File: config.mk
export PLATFORM = sky130hd
export DESIGN_NAME = cas_ram_arbiter_flat
export DESIGN_NICKNAME = d
export VERILOG_FILES = /design/src/rtl/cas_ram_if.sv /design/src/rtl/cas_ram_arbiter.sv /design/src/flat_wrapper.sv
export SDC_FILE = /design/constraint.sdc
export NUM_CORES = 1
export LEC_CHECK = 0
export CAP_MARGIN = 20
export CORE_MARGIN = 5
export CORE_UTILIZATION = 45
export DETAILED_ROUTE_END_ITERATION = 10
export PLACE_DENSITY = 0.73
export SLEW_MARGIN = 20
export SYNTH_ARGS = -nofsm -noshare
export SYNTH_HDL_FRONTEND = slang
export SYNTH_SLANG_ARGS = --single-unit
File: constraint.sdc
create_clock -name clk -period 4.05 [get_ports clk]
set_input_delay 0.6075 -clock clk [delete_from_list [all_inputs] [get_ports clk]]
set_output_delay 0.6075 -clock clk [all_outputs]
set_load 0.01 [all_outputs]
File: src/rtl/cas_ram_if.sv
// Bus bundle between the CAS image arbiter and its neighbours: the downloader,
// the tape player read port and the single-port image RAM.
interface cas_ram_if #(
    parameter int AW = 18
);
    logic          dl_active;
    logic          dl_wr;
    logic [AW-1:0] dl_addr;
    logic [7:0]    dl_data;
    logic          dl_wait;
    logic          dl_done;
    logic          dl_overflow;

    logic          rd_req;
    logic [AW-1:0] rd_addr;
    logic          rd_ack;
    logic [7:0]    rd_data;
    logic          rd_eof;

    logic [AW:0]   cas_len;
    logic          cas_valid;

    logic [AW-1:0] ram_addr;
    logic          ram_wren;
    logic [7:0]    ram_data;
    logic [7:0]    ram_q;

    modport slave (
        input  dl_active, dl_wr, dl_addr, dl_data, rd_req, rd_addr, ram_q,
        output dl_wait, dl_done, dl_overflow, rd_ack, rd_data, rd_eof,
               cas_len, cas_valid, ram_addr, ram_wren, ram_data
    );

    modport master (
        output dl_active, dl_wr, dl_addr, dl_data, rd_req, rd_addr, ram_q,
        input  dl_wait, dl_done, dl_overflow, rd_ack, rd_data, rd_eof,
               cas_len, cas_valid, ram_addr, ram_wren, ram_data
    );
endinterface

File: src/rtl/cas_ram_arbiter.sv
// Serialises downloader writes and tape-player reads onto the single-port
// cassette image RAM, tracking the committed image length.
module cas_ram_arbiter #(
    parameter int AW         = 18,
    parameter int RD_LATENCY = 1
) (
    input  logic      clk,
    input  logic      reset,
    cas_ram_if.slave  bus
);
    typedef enum logic [1:0] {IDLE, WRITE, READ, DONE} state_e;

    state_e        state_q,       state_d;
    logic          hold_full_q,   hold_full_d;
    logic [AW-1:0] hold_addr_q,   hold_addr_d;
    logic [7:0]    hold_data_q,   hold_data_d;
    logic          dl_overflow_q, dl_overflow_d;
    logic          dl_done_q,     dl_done_d;
    logic          dl_active_q,   dl_active_d;
    logic          commit_arm_q,  commit_arm_d;
    logic [AW:0]   cas_len_q,     cas_len_d;
    logic          cas_valid_q,   cas_valid_d;
    logic          rd_ack_q,      rd_ack_d;
    logic          rd_eof_q,      rd_eof_d;
    logic [7:0]    rd_data_q,     rd_data_d;
    logic [AW-1:0] ram_addr_q,    ram_addr_d;
    logic          ram_wren_q,    ram_wren_d;
    logic [7:0]    ram_data_q,    ram_data_d;
    logic [1:0]    lat_cnt_q,     lat_cnt_d;

    logic          dl_rise, dl_fall;
    logic [AW:0]   wr_len;

    assign dl_rise = bus.dl_active & ~dl_active_q;
    assign dl_fall = ~bus.dl_active & dl_active_q;
    // Length after committing the held byte; one extra bit so the top address cannot wrap.
    assign wr_len  = {1'b0, hold_addr_q} + {{AW{1'b0}}, 1'b1};

    always_comb begin
        state_d       = state_q;
        hold_full_d   = hold_full_q;
        hold_addr_d   = hold_addr_q;
        hold_data_d   = hold_data_q;
        dl_overflow_d = dl_overflow_q;
        dl_done_d     = 1'b0;
        dl_active_d   = bus.dl_active;
        commit_arm_d  = commit_arm_q;
        cas_len_d     = cas_len_q;
        cas_valid_d   = cas_valid_q;
        rd_ack_d      = 1'b0;
        rd_eof_d      = 1'b0;
        rd_data_d     = rd_data_q;
        ram_addr_d    = ram_addr_q;
        ram_wren_d    = 1'b0;
        ram_data_d    = ram_data_q;
        lat_cnt_d     = lat_cnt_q;

        if (bus.dl_wr) begin
            if (hold_full_q) begin
                dl_overflow_d = 1'b1;
            end else begin
                hold_full_d = 1'b1;
                hold_addr_d = bus.dl_addr;
                hold_data_d = bus.dl_data;
            end
        end

        if (dl_fall) commit_arm_d = 1'b1;
        if (dl_rise) begin
            cas_len_d    = '0;
            cas_valid_d  = 1'b0;
            commit_arm_d = 1'b0;
        end

        unique case (state_q)
            IDLE: begin
                if (hold_full_q) begin
                    state_d     = WRITE;
                    ram_addr_d  = hold_addr_q;
                    ram_data_d  = hold_data_q;
                    ram_wren_d  = 1'b1;
                    hold_full_d = 1'b0;
                    if (!dl_rise && wr_len > cas_len_q) cas_len_d = wr_len;
                end else if (commit_arm_q && !bus.dl_active) begin
                    state_d      = DONE;
                    cas_valid_d  = 1'b1;
                    dl_done_d    = 1'b1;
                    commit_arm_d = 1'b0;
                end else if (bus.rd_req && !rd_ack_q && !bus.dl_active && !dl_fall) begin
                    // Past-the-end reads are answered locally without a RAM cycle.
                    if ({1'b0, bus.rd_addr} >= cas_len_q) begin
                        rd_ack_d  = 1'b1;
                        rd_eof_d  = 1'b1;
                        rd_data_d = 8'hFF;
                    end else begin
                        state_d    = READ;
                        ram_addr_d = bus.rd_addr;
                        lat_cnt_d  = 2'd0;
                    end
                end
            end
            READ: begin
                if (lat_cnt_q == 2'(RD_LATENCY)) begin
                    state_d   = IDLE;
                    rd_ack_d  = 1'b1;
                    rd_data_d = bus.ram_q;
                end else begin
                    lat_cnt_d = lat_cnt_q + 2'd1;
                end
            end
            WRITE:   state_d = IDLE;
            DONE:    state_d = IDLE;
            default: state_d = IDLE;
        endcase
    end

    always_ff @(posedge clk or posedge reset) begin
        if (reset) begin
            state_q       <= IDLE;
            hold_full_q   <= 1'b0;
            hold_addr_q   <= '0;
            hold_data_q   <= '0;
            dl_overflow_q <= 1'b0;
            dl_done_q     <= 1'b0;
            dl_active_q   <= 1'b0;
            commit_arm_q  <= 1'b0;
            cas_len_q     <= '0;
            cas_valid_q   <= 1'b0;
            rd_ack_q      <= 1'b0;
            rd_eof_q      <= 1'b0;
            rd_data_q     <= 8'h00;
            ram_addr_q    <= '0;
            ram_wren_q    <= 1'b0;
            ram_data_q    <= '0;
            lat_cnt_q     <= '0;
        end else begin
            state_q       <= state_d;
            hold_full_q   <= hold_full_d;
            hold_addr_q   <= hold_addr_d;
            hold_data_q   <= hold_data_d;
            dl_overflow_q <= dl_overflow_d;
            dl_done_q     <= dl_done_d;
            dl_active_q   <= dl_active_d;
            commit_arm_q  <= commit_arm_d;
            cas_len_q     <= cas_len_d;
            cas_valid_q   <= cas_valid_d;
            rd_ack_q      <= rd_ack_d;
            rd_eof_q      <= rd_eof_d;
            rd_data_q     <= rd_data_d;
            ram_addr_q    <= ram_addr_d;
            ram_wren_q    <= ram_wren_d;
            ram_data_q    <= ram_data_d;
            lat_cnt_q     <= lat_cnt_d;
        end
    end

    assign bus.dl_wait     = hold_full_q;
    assign bus.dl_done     = dl_done_q;
    assign bus.dl_overflow = dl_overflow_q;
    assign bus.rd_ack      = rd_ack_q;
    assign bus.rd_eof      = rd_eof_q;
    assign bus.rd_data     = rd_data_q;
    assign bus.cas_len     = cas_len_q;
    assign bus.cas_valid   = cas_valid_q;
    assign bus.ram_addr    = ram_addr_q;
    assign bus.ram_wren    = ram_wren_q;
    assign bus.ram_data    = ram_data_q;
endmodule

File: src/flat_wrapper.sv
// flat-port wrapper written by rule: the top's interface ports become plain ports
module cas_ram_arbiter_flat 
#(
    parameter int AW         = 18,
    parameter int RD_LATENCY = 1
)
  (clk, reset, bus_dl_active, bus_dl_wr, bus_dl_addr, bus_dl_data, bus_rd_req, bus_rd_addr, bus_ram_q, bus_dl_wait, bus_dl_done, bus_dl_overflow, bus_rd_ack, bus_rd_data, bus_rd_eof, bus_cas_len, bus_cas_valid, bus_ram_addr, bus_ram_wren, bus_ram_data);
  cas_ram_if #(.AW(AW)) bus_i ();
  input  logic clk;
  input  logic reset;
  input wire logic [$bits(bus_i.dl_active)-1:0] bus_dl_active;
  input wire logic [$bits(bus_i.dl_wr)-1:0] bus_dl_wr;
  input wire logic [$bits(bus_i.dl_addr)-1:0] bus_dl_addr;
  input wire logic [$bits(bus_i.dl_data)-1:0] bus_dl_data;
  input wire logic [$bits(bus_i.rd_req)-1:0] bus_rd_req;
  input wire logic [$bits(bus_i.rd_addr)-1:0] bus_rd_addr;
  input wire logic [$bits(bus_i.ram_q)-1:0] bus_ram_q;
  output wire logic [$bits(bus_i.dl_wait)-1:0] bus_dl_wait;
  output wire logic [$bits(bus_i.dl_done)-1:0] bus_dl_done;
  output wire logic [$bits(bus_i.dl_overflow)-1:0] bus_dl_overflow;
  output wire logic [$bits(bus_i.rd_ack)-1:0] bus_rd_ack;
  output wire logic [$bits(bus_i.rd_data)-1:0] bus_rd_data;
  output wire logic [$bits(bus_i.rd_eof)-1:0] bus_rd_eof;
  output wire logic [$bits(bus_i.cas_len)-1:0] bus_cas_len;
  output wire logic [$bits(bus_i.cas_valid)-1:0] bus_cas_valid;
  output wire logic [$bits(bus_i.ram_addr)-1:0] bus_ram_addr;
  output wire logic [$bits(bus_i.ram_wren)-1:0] bus_ram_wren;
  output wire logic [$bits(bus_i.ram_data)-1:0] bus_ram_data;
  assign bus_i.dl_active = bus_dl_active;
  assign bus_i.dl_wr = bus_dl_wr;
  assign bus_i.dl_addr = bus_dl_addr;
  assign bus_i.dl_data = bus_dl_data;
  assign bus_i.rd_req = bus_rd_req;
  assign bus_i.rd_addr = bus_rd_addr;
  assign bus_i.ram_q = bus_ram_q;
  assign bus_dl_wait = bus_i.dl_wait;
  assign bus_dl_done = bus_i.dl_done;
  assign bus_dl_overflow = bus_i.dl_overflow;
  assign bus_rd_ack = bus_i.rd_ack;
  assign bus_rd_data = bus_i.rd_data;
  assign bus_rd_eof = bus_i.rd_eof;
  assign bus_cas_len = bus_i.cas_len;
  assign bus_cas_valid = bus_i.cas_valid;
  assign bus_ram_addr = bus_i.ram_addr;
  assign bus_ram_wren = bus_i.ram_wren;
  assign bus_ram_data = bus_i.ram_data;
  cas_ram_arbiter #(.AW(AW), .RD_LATENCY(RD_LATENCY)) u_core (.clk(clk), .reset(reset), .bus(bus_i));
endmodule
* Word-level counts from Yosys, hierarchy flattened
Index checks and enable logic that the tools add are counted.
** Word-level totals
- Memories :: 0
- Logic and storage cells :: 111
- Input port bits :: 57
- Bits in latches :: 0
- Bits in read-only memories :: 0
- RAM bits :: 0
- Output and inout bits :: 60
- Register bits :: 92
** Cells by class
- Divide/modulo/power cells :: 0
- Add/subtract/negate cells :: 2
- Reduce and logical (&&, ||, !) cells :: 20
- $lt $le $gt $ge :: 2
- Muxes and demuxes :: 50
- Eq/ne operators :: 15
- Multiply operators :: 0
- Shift-type cells :: 0
- Bitwise operators :: 5
** Operator list (number)
- 19-bit 2-to-1 mux :: 4
- 18-bit 2-to-1 mux :: 4
- 8-bit 2-to-1 mux :: 5
- 1-bit 2-to-1 mux :: 23
- 2-bit 2-to-1 mux :: 10
- 18-bit by 1-bit adder with 19-bit output (second input constant) :: 1
- 18-bit by 19-bit greater-or-equal comparator with 1-bit output :: 1
- 19-bit greater-than comparator :: 1
- 8-bit case mux with 2 select lines :: 1
- 6-bit AND reduction :: 2
- 2-bit by 1-bit != test with 1-bit output (second input constant) :: 5
- 2-bit != test (second input constant) :: 4
- 2-bit case mux with 3 select lines :: 1
- 2-bit AND reduction :: 3
- 1-bit logical AND :: 5
- 2-bit by 1-bit equality test with 1-bit output (second input constant) :: 2
- 2-bit equality test (second input constant) :: 2
- 1-bit zero test :: 4
- 4-bit by 1-bit != test with 1-bit output (second input constant) :: 1
- 4-bit by 2-bit != test with 1-bit output (second input constant) :: 1
- 2-bit case mux with 2 select lines :: 1
- 4-bit AND reduction :: 1
- 2-bit nonzero test :: 2
- 1-bit NOT :: 3
- 6 further kinds :: 7

* Longest topological paths before layout
- Word-level depth :: 8
- Mapped depth :: 13

* Least setup slack after synthesis
OpenSTA, ideal clock, no wires.
- Path kind :: register to register
- Start point :: register u_core.hold_addr_q[2]
- End point :: register u_core.cas_len_q[10], in the netlist u_core.bus.cas_len[10]
- Setup time :: 0.125 ns
- Clock period less this slack :: 3.181 ns
- Stages on the path, launching flop included :: 14
- Setup slack :: 0.869 ns
- Arrival :: 3.056 ns
- Cell sequence :: dfrtp_1 -> and4_1 -> nand3_1 -> nor2_1 -> nand3_1 -> xnor2_1 -> ha_1 -> o21ai_0 -> o21bai_1 -> a21oi_1 -> nor2_1 -> o41ai_4 -> buf_8 -> mux2_4
** Between the ends
- Word-level cells in the longest chain between the ends :: 6
** Ends and longest elaborated chain
- start: declaration :: line cas_ram_arbiter.sv:15 : logic [AW-1:0] hold_addr_q, hold_addr_d;
- start signal: assignment :: line cas_ram_arbiter.sv:139 : hold_addr_q <= hold_addr_d;
- 18-bit by 1-bit adder with 19-bit output * :: line cas_ram_arbiter.sv:37 : assign wr_len = {1'b0, hold_addr_q} + {{AW{1'b0}}, 1'b1};
- 19-bit greater-than comparator :: line cas_ram_arbiter.sv:83 : if (!dl_rise && wr_len > cas_len_q) cas_len_d = wr_len;
- 1-bit logical AND :: line cas_ram_arbiter.sv:83
- 19-bit 2-to-1 mux * :: line cas_ram_arbiter.sv:83
- 19-bit 2-to-1 mux * :: line cas_ram_arbiter.sv:77 : if (hold_full_q) begin
- 19-bit 2-to-1 mux * :: line cas_ram_arbiter.sv:75 : unique case (state_q)
- via u_core.cas_len_d[10] :: line cas_ram_arbiter.sv:21 : logic [AW:0] cas_len_q, cas_len_d;
- end signal: assignment :: line cas_ram_arbiter.sv:145 : cas_len_q <= cas_len_d;
- end: declaration :: line cas_ram_arbiter.sv:21
Mark *: on every way through the listed nets, which the timed path passes. The rest lies on a longest branch.
A chain may end at the register's enable or synchronous reset.

* Final worst setup path
- Start point :: register u_core.hold_addr_q[2]
- End point :: register u_core.cas_len_q[2], in the netlist u_core.bus.cas_len[2]
The elaborated chain is that of the path after synthesis.

==> results_dict.tcl <==
set metrics [dict create \
    die_w_um 115.8 \
    final-setup-viol-count 0 \
    min-delay-path-class "reg -> reg" \
    timing.rr.end "u_core.bus.cas_len[2]" \
    clk_transition_reported_paths_ns 0.10 \
    layout.filler_cells 890 \
    worstPathCellList "and4_1 > nand3_1 > nor2_1 > nand3_1 > xnor2_1 > ha_1 > o21ai_0 > o21bai_1 > a21oi_1 > nor2_1 > o41ai_4 > buf_4 > mux2_2" \
    core-area_mm2 0.01089 \
    worst_r2r_path_depth 13 \
    critical_path_required_ns 4.32 \
    grt_first_pass_wirelength_mm 21.03 \
    globalRoute.totalOverflow 0 \
    finalMaxSlewViolations 0 \
    nNetsFinal 663 \
    transition_time_at_the_pin_with_the_least_slew_margin_ns 0.8224 \
    die_h_um 115.8 \
    max-clock-path-buffers 2 \
    grt_setup_unrepaired "no" \
    timing.final.hold_violations 0 \
    worst-path-max-fanout 13 \
    clock_skew_after_layout_ns 0.01128 \
    place.port_buffers 116 \
    number_of_distinct_standard_cells_referenced_by_the_synthesized_netlist 52 \
    number_of_synthesized_flops_with_an_enable_pin 0 \
    post_drt_via_cell_ratio 5.388 \
    hpwlAfterDp_mm 9.625 \
    setup_tns_ns 0 \
    worstHoldPathCells 1 \
    drcViolationCount 0 \
    route.detailed.wl_per_inst_um 17.83 \
    synth_top_cell_area_share 0.4575 \
    cpMaxStageDelayCell "o41ai_4" \
    cts_made_buffers 9 \
    area_growth_syn_to_layout_pct 30.76 \
    r2r-start "u_core.hold_addr_q[2]" \
    via_count_of_the_first_global_routing_pass 4110 \
    hold_path_end "u_core.bus.dl_overflow" \
    dominantRegCellSynth "dfrtp_1" \
    cp-start-kind "register" \
    drive_gt1_frac 0.1696 \
    synthesis.area_mm2 0.005032 \
    ctsHoldBuffers 0 \
    gate_count_after_technology_mapping 443 \
    worstSetupPathType "reg -> reg" \
    synth_largest_area_cell "dfrtp_1" \
    critPathLaunch "u_core.hold_addr_q[2]" \
    ys_seq_elements 92 \
    drt_first_iter_violations 174 \
    cts_tree "done" \
    postCtsSetupRepairBufs 0 \
    num_rows 38 \
    grt_util_all_layers 0.2008 \
    layout_min_cycle_time_ns 3.743 \
    synth-seq-area-share 0.4575 \
    htree_num_levels 3 \
    achievable-frequency_mhz 267.2 \
    yosysWarnings 0 \
    multi_input_comb_area_mm2 0.002547 \
    r2r_setup_slack_ns 0.31 \
    grt_start_max_net_pins 35 \
    end_kind "register" \
    max-slew-margin-rel 0.4517 \
    starting_density_of_the_core 0.4622 \
    powerDensity_mw_per_mm2 746.0 \
    ioPinCount 117 \
    finish.utilization 0.6043 \
    routed_wl_mm 12.70 \
    static-leakage-power_uw 0.002827 \
    initial_antenna_violation_count 0 \
    die_area_mm2 0.01340 \
    clock_insertion_delay_worst_skew_ns 0.38 \
    layout_common_cells "clkdlybuf4s50_1 (116), dfrtp_1 (92), mux2_2 (43)" \
    hold_path_startpoint "u_core.bus.dl_overflow" \
    crit_arrival_ns 4.01 \
    first_pass_iteration_count_of_the_detailed_router 4 \
    leading_cell_type_in_the_layout_fill_and_taps_excluded "clkdlybuf4s50_1" \
    max_cap_viol_count 0 \
    delay_of_the_slowest_critical_path_stage_ns 0.53 \
    cts-root-buf "clkbuf_8" \
    synth.top_cells.by_area "dfrtp_1 (46%), ha_1 (9.7%), mux2_2 (9.6%)" \
    postSynthAreaPerCell_um2 11.36 \
    synth_nets 539 \
    globalplace.congestion 0.8193 \
    irDropWorstVdd_uv 342.8 \
    antenna-diode-count 0 \
    asyncSetResetFlopFracSynth 1.000 \
    cts_repair_resize_count 0 \
    outcome "finished, final reports clean" \
    drtAntennaViolNets 0 \
    vias 3836 \
    seq_area_mm2 0.002302 \
    final.period_utilization 0.9242 \
    cts.sink_count 92 \
]
[critical path: cells and delay by family (launching register included)]
family / cells / cell delay [ns]
flops: 1 / 0.47
simple gates: 5 / 1.01
compound gates: 4 / 0.93
buf+inv: 1 / 0.35
mux: 1 / 0.37
xor+xnor: 1 / 0.22
fa+ha+maj: 1 / 0.27
[metal layers]
layer / share of wire / track usage / up-vias
met5: 0 / 0 / -
met4: 0.021 / 0.07115 / 0
met3: 0.053 / 0.03394 / 19
met2: 0.48 / 0.3283 / 110
met1: 0.45 / 0.2711 / 1886
li1: - / - / 1821
[registers in the layout (all words and copies together), names as in the netlist]
| signal | flops |
|---|---|
| u_core.state_q | 2 |
| u_core.lat_cnt_q | 2 |
| u_core.bus.rd_eof | 1 |
| u_core.bus.dl_wait | 1 |
| u_core.bus.ram_addr | 18 |
| u_core.hold_data_q | 8 |
| u_core.dl_active_q | 1 |
| u_core.bus.dl_done | 1 |
| u_core.hold_addr_q | 18 |
| u_core.bus.rd_data | 8 |
| u_core.bus.ram_wren | 1 |
| u_core.bus.ram_data | 8 |
| u_core.bus.rd_ack | 1 |
| u_core.commit_arm_q | 1 |
| u_core.bus.cas_len | 19 |
| u_core.bus.cas_valid | 1 |
| u_core.bus.dl_overflow | 1 |
[area by class of cell]
cell class	count	share of cell area
Tap cell	140	0.02662
Sequential cell	92	0.3499
Timing Repair Buffer	127	0.1890
Clock buffer	10	0.02092
Clock inverter	6	0.01084
Inverter	27	0.01559
Multi-Input combinational cell	310	0.3871
[where the power goes]
group	switching [uW]	internal, uW	total [uW]
clock network	351	307	658
registers	348	1330	1680
logic	1160	1410	2570
total	1860	3050	4910
[kinds of logic after synthesis]
kind of cell / after synthesis / share of synthesized area
compound gates: 68 / 0.1077
mux: 53 / 0.1241
simple gates: 134 / 0.1492
flops: 92 / 0.4575
buf+inv: 41 / 0.03680
fa+ha+maj: 39 / 0.09697
xor+xnor: 16 / 0.02785
[cell usage after synthesis (2+ instances only)]
cell type and n:
o21ai_0 10, clkbuf_1 8, o221a_2 8, mux2_4 8, nor3_1 2, nor2b_1 5, o221a_1 10, mux2i_1 2
inv_1 27, dfrtp_1 92, and2_1 17, nand2b_1 26, ha_1 39, a21o_1 2, mux2_2 43, and3_1 4
o31ai_1 2, nand3_1 11, a21oi_1 25, xor2_1 4, nor2_1 29, nand4_1 6, and4_1 2, xnor2_1 12
o41ai_4 2, nand2_1 20, buf_6 2
[through the flow]
stage	setup WS, ns	hold slack (ns)	cell area (um^2)	power, uW	instances
final	0.3071	0.4625	6580	4909	712
after detailed placement	0.3745	0.4498	6371	4273	696
after CTS	0.3594	0.4683	6580	4943	712
after floorplan	0.8689	0.4625	5032	3231	443
after global routing	0.07674	0.4997	6580	5278	712
after global placement	0.5332	0.4420	6371	4176	696
[how the worst max path moves through the flow]
stage | end | slack (ns) | cells after the start
finish | u_core.bus.cas_len[2] | 0.31 | 13
detailed placement | u_core.bus.cas_len[2] | 0.37 | 13
global route | u_core.bus.cas_len[4] | 0.08 | 13
CTS | u_core.bus.cas_len[2] | 0.36 | 13
global placement | u_core.bus.cas_len[2] | 0.53 | 13
floorplan | u_core.bus.cas_len[10] | 0.87 | 13
Note: power is estimated with default switching activity, not from simulation.
